<file path="src/rtl/reset_sequencer_pkg.sv">
// Shared types and sizing helpers for the reset sequencer.
//   rs_state_e    : sequencer FSM states
//   cnt_width()   : width of a counter that must hold max(a, b)
//   SOFT_CNT_W/MAX: soft-request counter width and saturation value
package reset_sequencer_pkg;

   typedef enum logic [1:0] {
      ST_ASSERT  = 2'd0,
      ST_HOLD    = 2'd1,
      ST_RELEASE = 2'd2,
      ST_DONE    = 2'd3
   } rs_state_e;

   localparam int unsigned SOFT_CNT_W = 8;
   localparam logic [SOFT_CNT_W-1:0] SOFT_CNT_MAX = 8'd255;

   // Bits needed to represent values 0..max(a, b).
   function automatic int unsigned cnt_width(input int unsigned a, input int unsigned b);
      int unsigned m;
      m = (a > b) ? a : b;
      return $clog2(m + 1);
   endfunction

endpackage

</file>
<file path="src/rtl/reset_sync_chain.sv">
// Reset release synchronizer: asserts asynchronously, releases on the
// SYNC_STAGES-th rising clk edge after async_reset_n goes high.
//   clk           : sequencer clock
//   async_reset_n : board reset, active low
//   sync_release  : high once the release has crossed into the clk domain
module reset_sync_chain #(
   parameter int unsigned SYNC_STAGES = 2
) (
   input  logic clk,
   input  logic async_reset_n,
   output logic sync_release
);

   logic [SYNC_STAGES-1:0] sync_q;

   // Shift a constant 1 through the chain; clear on async assertion.
   always_ff @(posedge clk or negedge async_reset_n) begin
      if (!async_reset_n) begin
         sync_q <= '0;
      end else begin
         sync_q <= {sync_q[SYNC_STAGES-2:0], 1'b1};
      end
   end

   assign sync_release = sync_q[SYNC_STAGES-1];

endmodule

</file>
<file path="src/rtl/reset_sequencer.sv">
// Ordered per-domain reset bring-up with software re-sequence.
//   clk              : clock from the clock generator
//   async_reset_n    : board reset, active low, asynchronous
//   soft_reset_req   : synchronous request to restart the sequence
//   rst_n_out        : per-domain active-low resets, bit 0 released first
//   reset_done       : high once every domain is released
//   soft_reset_count : accepted soft requests, saturating at 255
module reset_sequencer
   import reset_sequencer_pkg::*;
#(
   parameter int unsigned SYNC_STAGES = 2,
   parameter int unsigned HOLD_CYCLES = 16,
   parameter int unsigned STAGE_DELAY = 4,
   parameter int unsigned NUM_DOMAINS = 3
) (
   input  logic                   clk,
   input  logic                   async_reset_n,
   input  logic                   soft_reset_req,
   output logic [NUM_DOMAINS-1:0] rst_n_out,
   output logic                   reset_done,
   output logic [SOFT_CNT_W-1:0]  soft_reset_count
);

   localparam int unsigned CNT_W = cnt_width(HOLD_CYCLES, STAGE_DELAY);
   localparam int unsigned IDX_W = (NUM_DOMAINS > 1) ? $clog2(NUM_DOMAINS) : 1;
   localparam logic [IDX_W-1:0] IDX_FIRST = IDX_W'((NUM_DOMAINS > 1) ? 1 : 0);

   rs_state_e               state_q, state_d;
   logic [CNT_W-1:0]        cnt_q, cnt_d;
   logic [IDX_W-1:0]        idx_q, idx_d;
   logic [NUM_DOMAINS-1:0]  rst_d;
   logic                    done_d;
   logic [SOFT_CNT_W-1:0]   soft_cnt_d;

   logic                    sync_release;
   logic                    soft_accept;
   logic                    hold_tick;
   logic [CNT_W-1:0]        hold_cnt;
   logic                    hold_end;
   logic                    stage_end;
   logic                    last_stage;

   reset_sync_chain #(
      .SYNC_STAGES (SYNC_STAGES)
   ) u_sync (
      .clk           (clk),
      .async_reset_n (async_reset_n),
      .sync_release  (sync_release)
   );

   // The edge on which ASSERT sees sync_release already counts as the
   // first HOLD cycle, so the hold window starts on edge SYNC_STAGES.
   always_comb begin
      soft_accept = soft_reset_req && (state_q != ST_ASSERT);
      hold_tick   = (state_q == ST_HOLD) || ((state_q == ST_ASSERT) && sync_release);
      hold_cnt    = (state_q == ST_ASSERT) ? '0 : cnt_q;
      hold_end    = hold_tick && (hold_cnt == CNT_W'(HOLD_CYCLES - 1));
      stage_end   = (state_q == ST_RELEASE) && (cnt_q == CNT_W'(STAGE_DELAY - 1));
      last_stage  = (idx_q == IDX_W'(NUM_DOMAINS - 1));
   end

   // State register plus registered outputs and counters.
   always_ff @(posedge clk or negedge async_reset_n) begin
      if (!async_reset_n) begin
         state_q          <= ST_ASSERT;
         cnt_q            <= '0;
         idx_q            <= '0;
         rst_n_out        <= '0;
         reset_done       <= 1'b0;
         soft_reset_count <= '0;
      end else begin
         state_q          <= state_d;
         cnt_q            <= cnt_d;
         idx_q            <= idx_d;
         rst_n_out        <= rst_d;
         reset_done       <= done_d;
         soft_reset_count <= soft_cnt_d;
      end
   end

   // Next-state logic; an accepted soft request overrides any release.
   always_comb begin
      state_d = state_q;
      if (soft_accept) begin
         state_d = ST_HOLD;
      end else begin
         case (state_q)
            ST_ASSERT, ST_HOLD: begin
               if (hold_end) begin
                  state_d = (NUM_DOMAINS == 1) ? ST_DONE : ST_RELEASE;
               end else if (hold_tick) begin
                  state_d = ST_HOLD;
               end
            end
            ST_RELEASE: begin
               if (stage_end && last_stage) begin
                  state_d = ST_DONE;
               end
            end
            ST_DONE: state_d = ST_DONE;
            default: state_d = ST_ASSERT;
         endcase
      end
   end

   // Next values of counters and registered outputs.
   always_comb begin
      cnt_d      = cnt_q;
      idx_d      = idx_q;
      rst_d      = rst_n_out;
      done_d     = reset_done;
      soft_cnt_d = soft_reset_count;
      if (soft_accept) begin
         cnt_d  = '0;
         rst_d  = '0;
         done_d = 1'b0;
         if (soft_reset_count != SOFT_CNT_MAX) begin
            soft_cnt_d = soft_reset_count + SOFT_CNT_W'(1);
         end
      end else if (hold_end) begin
         cnt_d    = '0;
         idx_d    = IDX_FIRST;
         rst_d[0] = 1'b1;
         if (NUM_DOMAINS == 1) begin
            done_d = 1'b1;
         end
      end else if (hold_tick) begin
         cnt_d = hold_cnt + CNT_W'(1);
      end else if (state_q == ST_RELEASE) begin
         if (stage_end) begin
            cnt_d = '0;
            for (int unsigned i = 0; i < NUM_DOMAINS; i++) begin
               if (idx_q == IDX_W'(i)) begin
                  rst_d[i] = 1'b1;
               end
            end
            if (last_stage) begin
               done_d = 1'b1;
            end else begin
               idx_d = idx_q + IDX_W'(1);
            end
         end else begin
            cnt_d = cnt_q + CNT_W'(1);
         end
      end
   end

endmodule

</file>
<file path="config.mk">
export PLATFORM = sky130hd
export DESIGN_NAME = reset_sequencer
export DESIGN_NICKNAME = d
export VERILOG_FILES = /design/src/rtl/reset_sequencer_pkg.sv /design/src/rtl/reset_sync_chain.sv /design/src/rtl/reset_sequencer.sv
export SDC_FILE = /design/constraint.sdc
export NUM_CORES = 1
export LEC_CHECK = 0
export CORE_UTILIZATION = 59
export DETAILED_ROUTE_END_ITERATION = 8
export PLACE_DENSITY = 0.83
export SYNTH_ARGS = -nofsm -noshare
export SYNTH_HDL_FRONTEND = slang
export SYNTH_HIERARCHICAL = 1
export SYNTH_SLANG_ARGS = --single-unit
</file>
<file path="constraint.sdc">
create_clock -name clk -period 4 [get_ports clk]
set_input_delay 1 -clock clk [delete_from_list [all_inputs] [get_ports clk]]
set_output_delay 1 -clock clk [all_outputs]
set_load 0.05 [all_outputs]
</file>
==> results of run 1 <==
synth_stat cells (2+ instances only):
master,count
a22o_1,2
nand2_1,16
buf_2,2
a32o_1,2
nor3_1,3
o21ai_0,2
buf_6,2
dfrtp_1,22
o32ai_1,2
nand4_1,4
o22ai_1,2
xnor2_1,3
nand3_1,6
nor2b_1,2
ha_1,7
mux2_2,2
xor2_1,3
inv_1,6
nor2_1,10
a21oi_1,7
and2_1,2
power by group through the flow:
stage / Clock [W] / Sequential (W) / Combinational, W
finish: 0.000121 / 0.000324 / 0.000319
global route: 0.000132 / 0.000331 / 0.000335
CTS: 0.000125 / 0.000324 / 0.000322
detailed placement: 0 / 0.000328 / 0.000320
global placement: 0 / 0.000324 / 0.000316
floorplan: 0 / 0.000447 / 0.0000919
sequential cells by signal, indices dropped and copies added, names as in the netlist:
name,cells
soft_reset_count,8
cnt_q,5
idx_q,2
rst_n_out,2
state_q,2
u_sync/sync_q,2
reset_done,1
layer usage:
metal,vias to the layer above,share of wire
met1,496,0.45
met3,2,0.057
met2,42,0.48
met5,-,0
met4,0,0.0050
li1,496,-
worst max-delay path, stage by stage (launching register included):
cell,delay [ns]
dfrtp_1,0.60
or2_1,0.25
and2_1,0.17
ha_1,0.24
nand3_1,0.09
nor2_1,0.12
ha_1,0.27
nor2b_1,0.11
a211o_1,0.38
a31o_1,0.23
a22o_1,0.17
through the flow:
stage | power (W) | utilization | cell area [um^2] | hold WS (ns) | instances
2_1_floorplan | 0.000539 | - | 1320 | 0.331 | 133
3_3_place_gp | 0.000640 | 0.718 | 1450 | 0.337 | 169
3_5_place_dp | 0.000648 | 0.718 | 1450 | 0.335 | 169
4_1_cts | 0.000770 | 0.736 | 1490 | 0.365 | 173
5_1_grt | 0.000799 | 0.736 | 1490 | 0.372 | 173
6_report | 0.000764 | 0.736 | 1490 | 0.364 | 173
cells in the final DEF (no fill, tap or decap), types with 2 or more instances in the layout:
master,Yosys,layout
o21ai_0,2,2
and2_1,2,2
nor2_1,10,10
nand3_1,6,6
dfrtp_1,22,22
o22ai_1,2,2
a32o_1,2,2
nor2b_1,2,2
nand4_1,4,4
ha_1,7,7
xnor2_1,3,3
inv_1,6,6
nand2_1,16,16
a21oi_1,7,7
clkbuf_4,0,3
nor3_1,3,3
clkdlybuf4s50_1,0,14
mux2_2,2,2
xor2_1,3,3
a22o_1,2,2
o32ai_1,2,2
final cells by class:
| type | count | area share |
|---|---|---|
| Clock buffer | 4 | 0.0244 |
| Multi-Input combinational cell | 100 | 0.474 |
| Sequential cell | 22 | 0.370 |
| Timing Repair Buffer | 14 | 0.0941 |
| Tap cell | 27 | 0.0227 |
| Inverter | 6 | 0.0151 |
logic make-up after synthesis:
group | synth area share
AND/OR/NAND/NOR | 0.232
adder cells (fa/ha/maj) | 0.0664
XOR/XNOR | 0.0399
AO/OA/AOI/OAI | 0.169
other | 0.00284
buffers and inverters | 0.0474
multiplexers | 0.0247
flip-flops | 0.417
worst min-delay path by stage:
| stage | to | slack (ns) | cells after the start |
|---|---|---|---|
| after CTS | u_sync/sync_q[1] | 0.36 | 0 |
| after floorplan | u_sync/sync_q[1] | 0.33 | 0 |
| final | u_sync/sync_q[1] | 0.36 | 0 |
| after global placement | u_sync/sync_q[1] | 0.34 | 0 |
| after global routing | u_sync/sync_q[1] | 0.37 | 0 |
| after detailed placement | u_sync/sync_q[1] | 0.33 | 0 |
==> reports/results.tsv, run 1 <==
metric	value	unit
status	finished clean	
setup_viol	0	
end_kind	flop	
fin_ws	1.26	ns
rr_endpoint	cnt_q[4]	
cts_resized	0	
fmax	365	MHz
r2r_setup_slack	1.26	ns
fin_setup_tns	0	ns
peakVddDrop	0.567	mV
cp_max_fo	14	
routed_via_density	5.99	
wirelength	2600	um
vias	1036	
grt_max_degree	23	
cts.htree.levels	1	
grt_pass1_wl	4400	um
post-place-ws	1.33	ns
drt.antenna.violating_nets	0	
final.min_clock_period	2.74	ns
die_area	0.00243	mm^2
die_w	49.3	um
use_met1	0.318	
grt-ovfl-total	0	
rsz0062_at_grt	no	
p_leak	0.625	nW
nets	157	
combPwrFrac	0.418	
use_met3	0.0374	
top_usage_layer	met2	
initialDrtViolationCount	36	
avgSynthCellArea	9.92	um^2
drv_slew	0	
startpoint_type	flop	
ys.flop_type	dfrtp_1	
p_clk_frac	0.158	
ctsLongestPathBuffers	2	
clkLatencyLatePin	0.30	ns
seq_area	551	um^2
worstSetupPathType	flop to flop	
port_buffers	14	
start_util	0.652	
ys_warn_count	6	
synth_edf_count	0	
switching_share	0.430	
rr_worst_depth	10	
power_density	513	mW/mm^2
hp-class	flop to flop	
synth_fp_nets	143	
clock-sinks	22	
clk_pin_slew_worst_paths	0.13	ns
dieHeight	49.3	um
timing.rr.start	state_q[1]	
power_switching	0.000329	W
grt_pass1_vias	957	
worstSetupEndpoint	cnt_q[4]	
pwr-share-seq	0.424	
min_from	u_sync/sync_q[0]	
arrival	2.94	ns
gp_congestion	0.897	
cts_tree	yes	
yosys_register_bits	22	
finalHoldViolCount	0	
track_usage	0.239	
synthDistinctLibCells	47	
cts_buffers	3	
post_cts_buffers	0	
hpwlAfterDp	1930	um
ys_seq_area_frac	0.417	
yosysTopAreaCellShare	0.417	
row_count	16	
num-fill-cells	142	
async_reset_ff_frac	1.00	
clockRootBuffer	clkbuf_4	
area.growth.synth_to_final	12.9	%
holdBufCountCts	0	
syn-instance-count	133	
yosys.area.top_type	dfrtp_1	
cp.required	4.20	ns
wl_per_cell	15.0	um
worst_slew_pin_slew	0.961	ns
io_pins	15	
yosys-top-cells-area	dfrtp_1 42%, ha_1 6.6%, nand2_1 4.6%, nor2_1 2.8%, a21oi_1 2.7%	
relSlewSlack	0.357	
dr.pass1.iters	4	
core-area	0.00202	mm^2
skew	0.00956	ns
antenna_found_initial	0	
diodes	0	
drive_gt1_frac	0.103	
fin_crit_sh	0.684	
route.detailed.drc	0	
p_int	0.000435	W
cap_violations	0	
grtUsageMet2	0.404	
setup.worst_path.start	state_q[1]	
syn_area	0.00132	mm^2
multi_input_area	706	um^2
(Power assumes the default switching activity.)
==> run 2: changes to the inputs <==
--- a/config.mk
+++ b/config.mk
@@ -5,9 +5,9 @@
 export SDC_FILE = /design/constraint.sdc
 export NUM_CORES = 1
 export LEC_CHECK = 0
-export CORE_UTILIZATION = 59
+export CORE_UTILIZATION = 49
 export DETAILED_ROUTE_END_ITERATION = 8
-export PLACE_DENSITY = 0.83
+export PLACE_DENSITY = 0.74
 export SYNTH_ARGS = -nofsm -noshare
 export SYNTH_HDL_FRONTEND = slang
 export SYNTH_HIERARCHICAL = 1
==> constraint.sdc (replaced) <==
create_clock -name clk -period 2.39 [get_ports clk]
set_input_delay 0.5975 -clock clk [delete_from_list [all_inputs] [get_ports clk]]
set_output_delay 0.5975 -clock clk [all_outputs]
set_load 0.05 [all_outputs]
==> run 2 against run 1 <==
- cell count increased by 5.8%
- utilization is 11 points lower
- via count is 3.0% higher
- setup slack lost 1.1 ns
- register-to-register slack worse by 1.1 ns
- flip-flop and latch count unchanged
- clock skew shrank 0.0044 ns
- critical path depth is the same
- sequential power grew 65%
- highest routed layer unchanged
==> reports/results.tsv, run 2 (same netlist as run 1, synthesis figures left out) <==
metric	value	unit	change
die_w	53.9	um	+9.3%
finalHoldViolCount	0		unchanged
end_kind	flop		
cap_violations	0		unchanged
mostFrequentLayoutCells	22 x dfrtp_1, 16 x nand2_1, 14 x clkdlybuf4s50_1		
cp_cell_sequence	or2_1 -> and2_1 -> ha_1 -> nand3_1 -> nor2_1 -> ha_2 -> nor4b_2 -> a211o_1 -> inv_1 -> o311ai_2		
gp_congestion	0.984		+9.6%
ctsLongestPathBuffers	2		unchanged
row_count	18		+2
worstSetupPathType	flop to flop		
timing.rr.start	state_q[0]		
worst_slew_pin_slew	0.522	ns	-0.440 ns
fmax	443	MHz	+21%
relSlewSlack	0.651		+0.294
rr_endpoint	cnt_q[2]		
wl_met1	1230	um	+4.0%
clock-sinks	22		unchanged
num-fill-cells	196		+38%
combPwrFrac	0.425		+0.007
largest_register	soft_reset_count		
route.detailed.drc	0		unchanged
drt.antenna.violating_nets	0		unchanged
p_leak	0.662	nW	+6.0%
antenna_found_initial	0		unchanged
rsz0062_at_grt	no		
wl_met3	187	um	+26%
fin_setup_tns	0	ns	unchanged
routed_via_density	5.83		-2.6%
grt_max_degree	23		unchanged
cts_buffers	3		unchanged
grt_pass1_wl	4770	um	+8.6%
diodes	0		unchanged
peakVddDrop	0.871	mV	+54%
p_int	0.000736	W	+69%
area.growth.synth_to_final	17.8	%	
drv_slew	0		unchanged
clockRootBuffer	clkbuf_4		
power_density	832	mW/mm^2	+62%
layout_commonest_cell	dfrtp_1		
cp_max_fo	6		-8
fin_util	0.622		-0.115
r2r_setup_slack	0.13	ns	-1.13 ns
p_clk_frac	0.161		+0.003
dieHeight	53.9	um	+9.3%
reg_top3	soft_reset_count: 8 flops, cnt_q: 5 flops		
final.min_clock_period	2.26	ns	-0.480 ns
clk_pin_slew_worst_paths	0.13	ns	about the same
slowest_stage	dfrtp_1		
switching_share	0.431		about the same
status	finished clean		
setup_viol	0		unchanged
post-place-ws	0.0489	ns	-1.29 ns
hpwlAfterDp	2030	um	+5.2%
setup.worst_path.start	state_q[0]		
largest_register_ff_count	8		unchanged
io_pins	15		unchanged
initialDrtViolationCount	39		+8.3%
wl_met2	1280	um	+1.4%
vias	1067		+3.0%
arrival	2.47	ns	-0.47 ns
cts.htree.levels	1		unchanged
startpoint_type	flop		
clkLatencyLatePin	0.31	ns	about the same
cts_tree	yes		
hp-class	flop to flop		
core-area	0.00250	mm^2	+24%
fin_crit_sh	0.944		+0.260
worstSetupEndpoint	cnt_q[2]		
skew	0.00515	ns	-0.00441 ns
top_layer_used	met4		
power_switching	0.000557	W	+69%
start_util	0.528		-0.125
rr_worst_depth	10		unchanged
nets	164		+4.5%
dr.pass1.iters	4		unchanged
drive_gt1_frac	0.157		+0.0541
pwr-share-seq	0.414		-0.010
port_buffers	14		unchanged
cp.required	2.61	ns	-1.59 ns
wl_per_cell	14.9	um	-0.63%
track_usage	0.231		-0.00815
fin_ws	0.133	ns	-1.13 ns
die_area	0.00290	mm^2	+20%
wirelength	2740	um	+5.1%
grt-ovfl-total	0		unchanged
grt_pass1_vias	1054		+10%
slowest_delay	0.39	ns	-0.21 ns
[run 2: changes by cell type in the layout (fill, tap and decap cells not counted), sizes merged]
cell,change
buf,+7
[run 2: worst max-delay path: cells and delay by family, from the launching register on]
kind / cells / cell delay (ns)
buffers and inverters: 1 / 0.09
AND/OR/NAND/NOR: 5 / 0.83
flip-flops: 1 / 0.39
AO/OA/AOI/OAI: 2 / 0.45
adder cells (fa/ha/maj): 2 / 0.42
[run 2: routing by layer]
layer / up-vias / track usage
li1: 515 / -
met5: - / 0
met3: 6 / 0.0424
met1: 492 / 0.309
met4: 0 / 0.0965
met2: 54 / 0.362
[run 2: worst min path at each step]
stage                                start               end  slack, ns  cells past startpoint
after floorplan              async_reset_n          cnt_q[0]       0.30                      0
after global placement    u_sync/sync_q[0]  u_sync/sync_q[1]       0.33                      0
after detailed placement  u_sync/sync_q[0]  u_sync/sync_q[1]       0.34                      0
after CTS                 u_sync/sync_q[0]  u_sync/sync_q[1]       0.37                      0
after global routing      u_sync/sync_q[0]  u_sync/sync_q[1]       0.37                      0
final                     u_sync/sync_q[0]  u_sync/sync_q[1]       0.37                      0
[run 2: repair_timing]
item	4_1_cts	5_1_grt
hold buffers	0	0
endpoints found under the setup margin	0	4
gates resized for setup	0	2
setup buffers	0	1
[run 2: area by class of cell]
type,instances,area (um^2),share of cell area
timing repair buffer,21,193,0.124
tap,30,37.5,0.0242
clock buffer,4,36.3,0.0233
multi-input combinational,100,714,0.460
sequential,22,551,0.354
inverter,6,22.5,0.0145
[run 2: power groups by stage]
stage                     Combinational [W]  Sequential [W]  Clock [W]
after global placement             0.000540        0.000539          0
after detailed placement           0.000548        0.000541          0
after floorplan                    0.000154        0.000748          0
after CTS                          0.000550        0.000535   0.000215
final                              0.000550        0.000535   0.000208
after global routing               0.000589        0.000558   0.000227
[run 2: per-stage QoR]
step                instance area (um^2)  instances  hold WS, ns  power, W
floorplan                           1320        133        0.302  0.000902
global placement                    1500        178        0.333   0.00108
detailed placement                  1500        178        0.336   0.00109
CTS                                 1540        182        0.366   0.00130
global route                        1550        183        0.371   0.00137
finish                              1550        183        0.366   0.00129
==> run 3: changes to the inputs <==
--- a/config.mk
+++ b/config.mk
@@ -5,9 +5,10 @@
 export SDC_FILE = /design/constraint.sdc
 export NUM_CORES = 1
 export LEC_CHECK = 0
-export CORE_UTILIZATION = 49
+export CORE_UTILIZATION = 52
+export CTS_BUF_LIST = sky130_fd_sc_hd__clkbuf_8
 export DETAILED_ROUTE_END_ITERATION = 8
-export PLACE_DENSITY = 0.74
+export PLACE_DENSITY = 0.78
 export SYNTH_ARGS = -nofsm -noshare
 export SYNTH_HDL_FRONTEND = slang
 export SYNTH_HIERARCHICAL = 1
==> run 3 against run 2 <==
- worst hold slack worse by 0.014 ns
- routed wire length up 6.4%
- cell count down 0.55%
- flip-flop and latch count unchanged
- die area down 5.6%
- cell area up 1.5%
- first-iteration DRC count down 23%
==> reports/results.tsv, run 3 (same netlist as run 1, synthesis figures left out) <==
metric	value	unit	change
status	finished clean		
largest_register_ff_count	8		unchanged
cts.htree.levels	1		unchanged
grt_pass1_wl	4680	um	-2.0%
dr.pass1.iters	4		unchanged
clock-sinks	22		unchanged
switching_share	0.419		-0.0121
io_pins	15		unchanged
cp.required	2.55	ns	-0.06 ns
nets	165		+0.61%
ctsLongestPathBuffers	2		unchanged
p_leak	0.678	nW	+2.3%
setup_viol	0		unchanged
cap_violations	0		unchanged
dieHeight	52.4	um	-2.8%
cp_max_fo	5		-1
clk_pin_slew_worst_paths	0.08	ns	-0.05 ns
worstSetupPathType	flop to flop		
worst_slew_pin_slew	0.499	ns	-0.0227 ns
post-place-ws	0.123	ns	+0.0736 ns
grt_pass1_vias	1016		-3.6%
finalHoldViolCount	0		unchanged
start_util	0.574		+0.0465
peakVddDrop	1.22	mV	+40%
antenna_found_initial	0		unchanged
wl_per_cell	16.0	um	+7.0%
cts_buffers	3		unchanged
clkLatencyLatePin	0.26	ns	-0.05 ns
pwr-share-seq	0.398		-0.016
seq_area	551	um^2	unchanged
core-area	0.00230	mm^2	-8.1%
initialDrtViolationCount	30		-23%
arrival	2.43	ns	-0.04 ns
reg_top3	soft_reset_count: 8 flops, cnt_q: 5 flops		
die_area	0.00274	mm^2	-5.6%
grt-ovfl-total	0		unchanged
gp_congestion	1.01		+2.5%
diodes	0		unchanged
power_density	861	mW/mm^2	+3.5%
area.growth.synth_to_final	19.6	%	
cts_tree	yes		
grt_max_degree	23		unchanged
port_buffers	14		unchanged
drt.antenna.violating_nets	0		unchanged
holdBufCountCts	0		unchanged
p_int	0.000790	W	+7.4%
p_clk_frac	0.198		+0.037
hpwlAfterDp	2080	um	+2.8%
die_w	52.4	um	-2.8%
row_count	17		-1
relSlewSlack	0.666		+0.0152
startpoint_type	flop		
hp-class	flop to flop		
fmax	441	MHz	-0.46%
vias	1082		+1.4%
power_switching	0.000569	W	+2.2%
wirelength	2910	um	+6.4%
whs	0.352	ns	-0.0137 ns
skew	0.00309	ns	-0.00206 ns
fin_ws	0.122	ns	-0.0104 ns
fin_crit_sh	0.949		+0.00435
final.min_clock_period	2.27	ns	+0.0104 ns
drive_gt1_frac	0.162		+0.00547
drv_slew	0		unchanged
combPwrFrac	0.404		-0.021
layout_commonest_cell	dfrtp_1		
mostFrequentLayoutCells	22 x dfrtp_1, 16 x nand2_1, 14 x clkdlybuf4s50_1		
track_usage	0.239		+0.00858
route.detailed.drc	0		unchanged
multi_input_area	714	um^2	unchanged
num-fill-cells	190		-3.1%
clockRootBuffer	clkbuf_8		
end_kind	flop		
largest_register	soft_reset_count		
routed_via_density	5.95		+2.0%
==> run 3: cell types whose count changed in the layout (fill, tap and decap cells not counted), sizes merged <==
cell	change
buf	+1
==> run 3: cell type report <==
| cell class | count | share of cell area |
|---|---|---|
| flip-flops and latches | 22 | 0.349 |
| inverters | 6 | 0.0143 |
| multi-input cells | 100 | 0.453 |
| clock buffers | 4 | 0.0349 |
| repair buffers | 22 | 0.127 |
| well taps | 28 | 0.0222 |
==> run 3: metal layers <==
layer,vias up,GRT usage,wire length [um]
li1,517,-,-
met1,515,0.327,1330
met2,43,0.365,1370
met3,7,0.0493,163
met4,0,0.101,53
met5,-,0,0
==> run 3: what timing repair did <==
action / 4_1_cts / 5_1_grt
endpoints found under the hold margin: 0 / 0
buffers inserted: 0 / 1
endpoints found under the setup margin: 0 / 1
gates resized for setup: 0 / 2
==> run 3: power by group through the flow <==
stage | combinational, W | clock, W | sequential (W)
floorplan | 0.000154 | 0 | 0.000748
global placement | 0.000537 | 0 | 0.000540
detailed placement | 0.000551 | 0 | 0.000545
CTS | 0.000551 | 0.000271 | 0.000541
global route | 0.000578 | 0.000288 | 0.000556
finish | 0.000549 | 0.000269 | 0.000541
==> run 3: per-stage QoR <==
step                utilization  total power, W  instance area, um^2  TNS [ns]  std cells
floorplan                     -        0.000902                 1320         0        133
global placement          0.656         0.00108                 1510         0        177
detailed placement        0.656         0.00110                 1510         0        177
CTS                       0.680         0.00136                 1560         0        181
global route              0.687         0.00142                 1580   -0.0138        182
finish                    0.687         0.00136                 1580         0        182
==> run 3: worst max-delay path, cell delays in order, from the launching register on <==
cell,delay [ns]
dfrtp_1,0.38
or2_1,0.28
and2_1,0.18
ha_1,0.20
nand3_1,0.08
nor2_1,0.05
ha_1,0.25
nor4b_2,0.23
a211o_1,0.21
inv_1,0.08
o311ai_2,0.23
==> run 3: final timing paths <==
check                      cells past startpoint  slack, ns                   to        startpoint
hold / removal                                 0       0.35     u_sync/sync_q[1]  u_sync/sync_q[0]
setup / recovery                              10       0.12             cnt_q[2]        state_q[0]
setup reg to reg                              10       0.12             cnt_q[2]        state_q[0]
min in group asynchronous                      2       0.68             cnt_q[3]     async_reset_n
max in group asynchronous                      2       1.48  soft_reset_count[1]     async_reset_n
hold reg to reg                                0       0.35     u_sync/sync_q[1]  u_sync/sync_q[0]
==> RTL edit: new RTL, config.mk and constraints of run 2 <==
Set the parameter `STAGE_DELAY` to 6 (it was 4).
--- a/src/rtl/reset_sequencer.sv
+++ b/src/rtl/reset_sequencer.sv
@@ -11,5 +11,5 @@
    parameter int unsigned SYNC_STAGES = 2,
    parameter int unsigned HOLD_CYCLES = 16,
-   parameter int unsigned STAGE_DELAY = 4,
+   parameter int unsigned STAGE_DELAY = 6,
    parameter int unsigned NUM_DOMAINS = 3
 ) (
Formal check against the unedited RTL: no difference found for any inputs over 10 cycles, from zero or initial values and one cycle with async_reset_n low; that may be too few to reach the edited logic, so the function may still have changed.
==> RTL edit against run 2 <==
Global-route usage shrank 0.28 points; fmax shrank 0.31%; setup slack lost 0.0069 ns; clock power grew 43%; largest power group is now sequential cells; total power grew 1.0%; clock skew grew 0.0023 ns; cell area grew 2.7%; routed wire length grew 7.3%; synthesized area grew 2.5%; count of clock-buffer cells in the layout shrank 1; sequential cell count is the same; highest routed layer unchanged.
==> RTL edit: results (changes against run 2) <==
Place
- placed inst area: 0.001539 sq mm, +2.5%
- pre-CTS setup slack: 0.2170 ns, +0.1681 ns
- Detail Placement HPWL: 2.178 mm, +7.5%
- Final GP Congestion: 0.8695, -12%
- DP Cell Count: 184, +3.4%

Detailed routing
- Routed Wire Length: 2.935 mm, +7.3%
- First-pass DRT Iterations: 4, unchanged
- via count: 1,134, +6.3%
- detailed route wirelength on metal2: 1.439 mm, +13%
- WL met1: 1.310 mm, +6.7%
- Initial DRC Count: 31, -21%
- routed wire length on met3: 159 microns, -15%

STA
- worst slew slack as a fraction of its limit: 0.6599, +0.008916
- post-route clock skew: 0.007490 ns, +0.002341 ns
- post-layout worst setup margin: 0.1259 ns, -0.006934 ns
- minimum hold slack: 0.3658 ns, +0.0002690 ns

Finish
- count of non-filler cells in the finished layout: 188, +2.7%
- share of layout cells above drive strength 1: 0.1519, -0.004964
- Layout Nets: 170, +3.7%

Worst setup path
- reg2reg setup slack: 0.25 ns, +0.12 ns
- worst stage delay on the critical path: 0.85 ns, +0.46 ns
- end of the worst register-to-register path: cnt_q[3]
- Critical Path Source: soft_reset_count[7]
- kind of cell with the highest combined delay on the critical path: buffers and inverters
- cell at the slowest stage of the critical path: sky130_fd_sc_hd__clkdlybuf4s50_1
- crit-path max FO: 7, +1
- endpoint of the worst setup timing path: soft_reset_count[7]
- arrival time at the worst endpoint: 1.67 ns, -0.80 ns

Global routing
- met1 GRT Util: 0.2830, -0.02633
- met2 Track Usage GR: 0.3943, +0.03217
- global-route wire length before repair: 4.809 mm, +0.73%
- met3 track demand over resource in global routing: 0.05000, +0.007627
- largest net degree at the start of global routing: 23, unchanged
- global-route usage over all layers: 0.2281, -0.002790

CTS
- clock latency on the worst-skew pair: 0.32 ns
- CTS H-Tree Depth: 1, unchanged
- number of clock buffers inserted by TritonCTS: 3, unchanged

Power and ir drop
- maximum vdd drop: 1.002 mV, +15%
- internal power summed over all cells: 0.7859 mW, +6.8%
- Leak Pwr: 0.6633 nW, +0.19%

Synthesis
- Net Count, Synth: 150, +4.9%
- register area share after synthesis: 0.4074, -0.01005
- Cells after Synth: 139, +4.5%
- number of library cell types mapped by synthesis: 48, +2.1%
- leading cell types by total area after synthesis: sky130_fd_sc_hd__dfrtp_1 (41%), sky130_fd_sc_hd__ha_1 (7.4%), sky130_fd_sc_hd__a21oi_1 (3.7%)
- async set or reset register ratio after synthesis: 1.000, unchanged
- number of warnings reported in the yosys synthesis log: 6, unchanged
- list of most frequent post-synthesis cells: sky130_fd_sc_hd__dfrtp_1 (22), sky130_fd_sc_hd__a21oi_1 (10), sky130_fd_sc_hd__nand2_1 (9), sky130_fd_sc_hd__nand3_1 (9), sky130_fd_sc_hd__nor2_1 (9)

Outcome
- status: finished, final reports clean

Worst hold path
- worst hold path type: flip-flop to flip-flop

RTL edit: cells by family (layout without fill, tap and decap cells):
kind of cell / Yosys count / count (layout) / synth area share
buf+inv: 9 / 28 / 0.03147
simple gates: 54 / 54 / 0.2333
flops: 22 / 22 / 0.4074
other cells: 1 / 1 / 0.002775
xor+xnor: 4 / 4 / 0.02593
mux: 2 / 2 / 0.01944
fa+ha+maj: 8 / 8 / 0.07408
compound gates: 39 / 39 / 0.2056
RTL edit: power groups by stage:
stage | clock network (mW) | logic, mW | registers [mW]
floorplan | 0 | 0.137 | 0.710
global placement | 0 | 0.474 | 0.530
detailed placement | 0 | 0.481 | 0.538
CTS | 0.297 | 0.483 | 0.530
global route | 0.315 | 0.507 | 0.545
finish | 0.297 | 0.479 | 0.530
RTL edit: area by class of cell:
class	count	area, sq um
Clock buffer	3	22.52
Clock inverter	1	30.03
Fill cell	208	949.7
Inverter	6	22.52
Multi-Input combinational cell	108	760.7
Sequential cell	22	551.8
Tap cell	30	37.54
Timing Repair Buffer	18	170.2
